[src/rtl/dac_spi_tx.sv]
// dac_spi_tx: captures dacCount_i on a fixed-rate sample tick and shifts it to an SPI DAC (mode 0, MSB first)
//
// Ports:
//   clk         system clock
//   rst         asynchronous active-high reset
//   dacCount_i  sample from the sound generator (N bits)
//   enable_i    transmit permitted, sampled at the tick
//   sclk_o      SPI clock, idles low
//   mosi_o      SPI data, MSB first, 0 while csN_o is high
//   csN_o       DAC chip select, active low
//   busy_o      high from capture through the deselect gap
//   overrun_o   one-cycle pulse when a tick is dropped because a frame is in flight
//
// Build option: define DAC_SPI_CMD_EN to prepend the 4-bit DAC command header 4'b0111
// (channel A, buffered, gain 1x, active), giving an N+4 bit frame; otherwise the frame is N data bits.
module dac_spi_tx #(
  parameter int N          = 8,
  parameter int CLK_DIV    = 4,
  parameter int SAMPLE_DIV = 1500
) (
  input  logic         clk,
  input  logic         rst,
  input  logic [N-1:0] dacCount_i,
  input  logic         enable_i,
  output logic         sclk_o,
  output logic         mosi_o,
  output logic         csN_o,
  output logic         busy_o,
  output logic         overrun_o
);
`ifdef DAC_SPI_CMD_EN
  localparam int F = N + 4;
`else
  localparam int F = N;
`endif
  localparam int TW = $clog2(SAMPLE_DIV + 1);
  localparam int DW = $clog2(CLK_DIV + 1);
  localparam int BW = $clog2(F + 1);
  typedef enum logic [1:0] {IDLE, SHIFT, HOLD, GAP} state_t;
  state_t        state_q, state_d;
  logic [TW-1:0] tick_q, tick_d;
  logic [DW-1:0] div_q, div_d;
  logic          hi_q, hi_d;
  logic [BW-1:0] bit_q, bit_d;
  logic [F-1:0]  sr_q, sr_d, frame;
  logic          sclk_q, mosi_q, csn_q, busy_q, ovr_q;
  logic          sclk_d, mosi_d, csn_d, busy_d, ovr_d;
  logic          tick, phase_end;
`ifdef DAC_SPI_CMD_EN
  assign frame = {4'b0111, dacCount_i};
`else
  assign frame = dacCount_i;
`endif
  assign tick      = tick_q == TW'(SAMPLE_DIV - 1);
  assign tick_d    = tick ? '0 : tick_q + 1'b1;
  assign phase_end = div_q == DW'(CLK_DIV - 1);
  always_ff @(posedge clk or posedge rst) begin
    if (rst) begin
      state_q <= IDLE;
      tick_q  <= '0;
      div_q   <= '0;
      hi_q    <= 1'b0;
      bit_q   <= '0;
      sr_q    <= '0;
    end else begin
      state_q <= state_d;
      tick_q  <= tick_d;
      div_q   <= div_d;
      hi_q    <= hi_d;
      bit_q   <= bit_d;
      sr_q    <= sr_d;
    end
  end
  // hi_q selects the sclk phase of the current bit; a bit retires at the end of its high phase
  always_comb begin
    state_d = state_q;
    div_d   = phase_end ? '0 : div_q + 1'b1;
    hi_d    = hi_q;
    bit_d   = bit_q;
    sr_d    = sr_q;
    case (state_q)
      IDLE: begin
        div_d = '0;
        if (tick && enable_i) begin
          state_d = SHIFT;
          hi_d    = 1'b0;
          bit_d   = BW'(F - 1);
          sr_d    = frame;
        end
      end
      SHIFT: if (phase_end) begin
        hi_d = !hi_q;
        if (hi_q) begin
          sr_d    = sr_q << 1;
          bit_d   = bit_q - 1'b1;
          state_d = bit_q == '0 ? HOLD : SHIFT;
        end
      end
      HOLD:    state_d = phase_end ? GAP : HOLD;
      GAP:     state_d = phase_end ? IDLE : GAP;
      default: state_d = IDLE;
    endcase
  end
  // outputs are decoded from next state so every pin comes straight from a flop
  always_comb begin
    csn_d  = !(state_d == SHIFT || state_d == HOLD);
    sclk_d = state_d == SHIFT && hi_d;
    mosi_d = state_d == SHIFT && sr_d[F-1];
    busy_d = state_d != IDLE;
    ovr_d  = tick && state_q != IDLE;
  end
  always_ff @(posedge clk or posedge rst) begin
    if (rst) begin
      sclk_q <= 1'b0;
      mosi_q <= 1'b0;
      csn_q  <= 1'b1;
      busy_q <= 1'b0;
      ovr_q  <= 1'b0;
    end else begin
      sclk_q <= sclk_d;
      mosi_q <= mosi_d;
      csn_q  <= csn_d;
      busy_q <= busy_d;
      ovr_q  <= ovr_d;
    end
  end
  assign sclk_o    = sclk_q;
  assign mosi_o    = mosi_q;
  assign csN_o     = csn_q;
  assign busy_o    = busy_q;
  assign overrun_o = ovr_q;
endmodule

[config.mk]
export PLATFORM = sky130hd
export DESIGN_NAME = dac_spi_tx
export DESIGN_NICKNAME = d
export VERILOG_FILES = /design/src/rtl/dac_spi_tx.sv
export SDC_FILE = /design/constraint.sdc
export NUM_CORES = 1
export LEC_CHECK = 0
export ABC_AREA = 1
export CAP_MARGIN = 15
export CORE_ASPECT_RATIO = 0.9
export CORE_UTILIZATION = 62
export CTS_CLUSTER_SIZE = 20
export DETAILED_ROUTE_END_ITERATION = 7
export DONT_BUFFER_PORTS = 1
export PLACE_DENSITY = 0.78
export SYNTH_ARGS = -nofsm -noshare
export SYNTH_HDL_FRONTEND = slang
export SYNTH_SLANG_ARGS = --single-unit
export TNS_END_PERCENT = 20
[constraint.sdc]
create_clock -name clk -period 2.3 [get_ports clk]
set_input_delay 0.575 -clock clk [delete_from_list [all_inputs] [get_ports clk]]
set_output_delay 0.575 -clock clk [all_outputs]
set_load 0.05 [all_outputs]
# ---- Word level (Yosys, flattened, before mapping)
# Cells that the tools add are included.
# Widths: inputs -> output; s select.
dict set report word_totals {
  ff_bits 34
  elab_cells 59
  inputBits 11
  out_inout_bits 5
}
dict set report op_classes {
  n_mux 21
  n_reduce_logical 13
  eq_ne 10
  addsub 3
}
# cell count
set op_table {}
lappend op_table {{$mux 8} 3}
lappend op_table {{$pmux 8 s2} 1}
lappend op_table {{$mux 4} 3}
lappend op_table {{$add 11x1->11 const B} 1}
lappend op_table {{$eq 11x11->1 const B} 1}
lappend op_table {{$mux 11} 1}
lappend op_table {{$mux 2} 5}
lappend op_table {{$pmux 2 s4} 1}
lappend op_table {{$pmux 4 s2} 1}
lappend op_table {{$eq 2x2->1 const B} 3}
lappend op_table {{$mux 3} 2}
lappend op_table {{$ne 2x2->1 const B} 3}
lappend op_table {{$reduce_bool 2->1} 3}
lappend op_table {{$eq 2x1->1 const B} 2}
lappend op_table {{$logic_and 1x1->1} 4}
lappend op_table {{$logic_not 4->1} 1}
lappend op_table {{$reduce_and 4->1} 1}
lappend op_table {{$sub 4x1->4 const B} 1}
lappend op_table {{$add 3x1->3 const B} 1}
lappend op_table {{$eq 3x2->1 const B} 1}
lappend op_table {{$mux 1} 3}
lappend op_table {{$logic_not 1->1} 2}
lappend op_table {{$logic_not 2->1} 1}
lappend op_table {{$pmux 1 s2} 1}
lappend op_table {{$logic_or 1x1->1} 1}

# ---- Logic depth before layout (Yosys ltp)
dict set report depth {
  depth_word 8
  depth_mapped 11
}

# ---- Worst setup path after synthesis
# OpenSTA, ideal clock, no wires.
dict set report synth_timing {
  path_type {register to register}
  startpoint {reg tick_q[0]}
  endpoint {reg sclk_q, in the netlist sclk_o}
  setup_time_ns 0.124
  path_stages_with_launch 12
  arrival_time_ns 1.492
  setup_slack_ns 0.685
  path_buffers 1
  required_time_ns 2.176
  path_cell_list {dfrtp_1 -> ha_1 -> buf_4 -> nand2_1 -> nor2_1 -> nand4_1 -> inv_1 -> o21ai_1 -> nor2_2 -> ha_1 -> inv_1 -> nor3_1}
}
dict set report synth_between {
  elab_chain_len 6
}
# item line
set synth_lines {}
lappend synth_lines {{from (decl)} 41} ;# logic [TW-1:0] tick_q, tick_d;
lappend synth_lines {{from (signal assigned)} 67} ;# tick_q <= tick_d;
lappend synth_lines {{$eq 11x11->1} 54} ;# assign tick = tick_q == TW'(SAMPLE_DIV - 1);
lappend synth_lines {{$logic_and 1x1->1} 84} ;# if (tick && enable_i) begin
lappend synth_lines {{$mux 2} 84}
lappend synth_lines {{$pmux 2 s4} 81} ;# case (state_q)
lappend synth_lines {{net state_d[0]} 40} ;# state_t state_q, state_d;
lappend synth_lines {{$eq 2x1->1} 107} ;# sclk_d = state_d == SHIFT && hi_d;
lappend synth_lines {{$logic_and 1x1->1} 107}
lappend synth_lines {{net sclk_d} 47} ;# logic sclk_d, mosi_d, csn_d, busy_d, ovr_d;
lappend synth_lines {{to (signal assigned)} 120} ;# sclk_q <= sclk_d;
lappend synth_lines {{to (decl)} 46} ;# logic sclk_q, mosi_q, csn_q, busy_q, ovr_q;
# The timed path passes the listed nets, and every way through them passes these cells.
# A chain may end at the register's enable or synchronous reset.

# ---- Worst setup path after layout
# Same ends and word-level chain as after synthesis.

==> impl_metrics.yaml <==
placement:
  place_inst: 244
  portBuffers: 0
  dpl.hpwl_um: 2460
  place_area_um2: 1820
  place.gp.congestion: 0.948
clock_tree:
  clkSinkCount: 34
  cts_tree: "done"
  cts_resized: 0
  root_buffer: "clkbuf_4"
  hold_buffers: 0
  cts_inserted_buffers: 5
  cts_max_path_buffers: 2
  cts_setup_buffers: 0
  path_clk_slew_ns: 0.12
  htreeDepth: 2
  clk_latency_ns: 0.35
grt:
  met2_usage_pct: 36.8
  grt.busiest_layer: "met2"
  grt_pass1_wl_um: 5430
  grt_overflow: 0
  grt_max_degree: 23
  grtUsageTotal_pct: 25.3
  met1_usage_pct: 35.3
  first_global_vias: 1194
  grt_antenna_before_repair: 0
  met3_usage_pct: 6.67
setup_path:
  start_kind: "flop"
  crit_path_end_kind: "flop"
  arrival_ns: 2.21
  crit_fanout: 7
  timing.rr.start: "tick_q[0]"
  critPathRequiredTime_ns: 2.56
  crit_start: "tick_q[0]"
  critPathKind: "flop to flop"
synth:
  syn-cell-area_um2: 1760
  ys.flop_type: "dfrtp_1"
  synth_top_area_share_pct: 46.9
  synth_seq_cells: 34
  seq_area_frac_synth_pct: 48.4
  synthArstFlopShare_pct: 100
  ys_top_cells_by_area: "dfrtp_1 (47%), nand2_1 (8.3%), inv_1 (6.6%), nand3_1 (4.8%), nor2_1 (4.1%)"
  yosysTopAreaCell: "dfrtp_1"
  syn_area_per_cell_um2: 8.62
  ys_top_cells_by_count: "nand2_1 (39), dfrtp_1 (33), inv_1 (31)"
  ys_warn_count: 0
  syn-num-nets: 220
  yosysMostFrequentCell: "nand2_1"
  synthCells: 204
  synth.distinct_cells: 29
  synth-edff-count: 0
sta:
  fin_skew_ns: 0.0206
  max-slew-margin-rel_pct: 70.4
  fin_crit_ns: 1.96
  worst_pin_slew_ns: 0.444
  hold_viol: 0
  setup_violations: 0
  rsz0062_at_grt: "false"
  slew_viol_final: 0
  tns_ns: 0
  fmax_mhz: 511
  timing.final.crit_share_pct: 85.1
detailed_routing:
  vias_per_cell: 5.17
  drc: 0
  routedWlPerCell_um: 12.7
  first_pass_iters: 4
  ant_nets: 0
  dr.first_iter.drc_count: 47
  wirelength_um: 3200
  vias: 1303
floorplan:
  initial_utilization_pct: 68.4
  ios: 16
  die_h_um: 52.5
  die-area_um2: 3050
  coreArea_um2: 2570
  die_w_um: 58.2
  num_rows: 17
final_layout:
  fill_cells: 197
  regArea_um2: 852
  multi_input_area_um2: 758
  n_antenna_cell: 0
  area_growth_pct: 7.18
  fin_area_um2: 1890
  drive_above_1_share_pct: 18.2
  final_cells: 252
  fin_nets: 229
power:
  powerDensity_nw_per_um2: 510
  leakage_uw: 0.000922
  ir_drop_uv: 391
  power_uw: 962
run:
  maxCapViolCount: 0
run_status:
  status: "complete, no violations"
worst_hold_path:
  hold_class: "input port to asynchronous set/reset pin"
-- logic make-up (layout without fill, tap and decap cells) --
family,after synthesis,count (layout),synth area share (%)
AOI/OAI and AO/OA,16,16,5.48
DFF,34,34,48.4
adders and majority gates,5,5,3.56
buffers and inverters,38,48,8.46
xor gates and xnor gates,3,3,1.49
and+or+nand+nor,108,108,32.6
-- final timing paths --
path	to	slack, ns	depth (start not counted)
max	sclk_o	0.34	10
max reg2reg	sclk_o	0.34	10
max in group asynchronous	csN_o	1.86	2
min	tick_q[10]	0.10	2
min in group clk	sr_q[3]	0.37	2
min reg2reg	div_q[0]	0.47	1
-- layer usage --
layer,up-vias,share of wire (%)
li1,660,-
met4,0,1.9
met3,8,3.8
met5,-,0
met2,31,44
met1,604,50
-- flip-flops by register name, summed over array words and instances (netlist names) --
name	flops
hi_q	1
sclk_o	1
div_q	3
bit_q	4
csN_o	1
busy_o	1
tick_q	11
state_q	2
mosi_o	1
sr_q	8
overrun_o	1
-- critical path, stage by stage (launching register included) --
cell	delay (ns)
dfrtp_1	0.40
ha_1	0.34
nand2_1	0.11
nor2_1	0.10
nand4_1	0.18
inv_1	0.12
o21ai_1	0.07
nor2_2	0.14
ha_1	0.18
inv_1	0.06
nor3_1	0.21
-- metrics by stage --
step	worst slack, ns	hold slack [ns]	util [%]
floorplan	0.685	0.419	-
global placement	0.544	0.430	70.8
detailed placement	0.397	0.465	70.8
CTS	0.354	0.102	73.3
global route	0.0896	0.106	73.3
finish	0.342	0.103	73.3
-- cell type report --
| cell class | count | share of cell area (%) |
|---|---|---|
| flip-flops and latches | 34 | 45.2 |
| multi-input cells | 132 | 40.2 |
| inverters | 37 | 7.50 |
| clock buffers | 6 | 2.72 |
| well taps | 38 | 2.52 |
| repair buffers | 3 | 1.19 |
| clock inverters | 2 | 0.664 |
-- power breakdown --
group / switching (uW) / internal, uW / leakage [uW]
Sequential: 0 / 597 / 0.000421
Clock: 202 / 147 / 0.0000343
Combinational: 12.2 / 3.01 / 0.000467
Total: 214 / 747 / 0.000922
-- cell usage in the layout (no fill, tap or decap), types with 2 or more instances in the layout --
master / count
clkbuf_4: 5
o21ai_0: 3
a21oi_1: 6
inv_1: 31
nand3_2: 2
buf_4: 3
o21ai_1: 3
nand2_1: 39
o21ai_2: 2
nor2_1: 19
inv_2: 5
nor2_2: 6
nand3_1: 17
nand3_4: 2
nand4_1: 4
ha_1: 5
dfrtp_1: 33
nor2_4: 4
xor2_1: 3
nor3_1: 9
(Power assumes the default switching activity.)
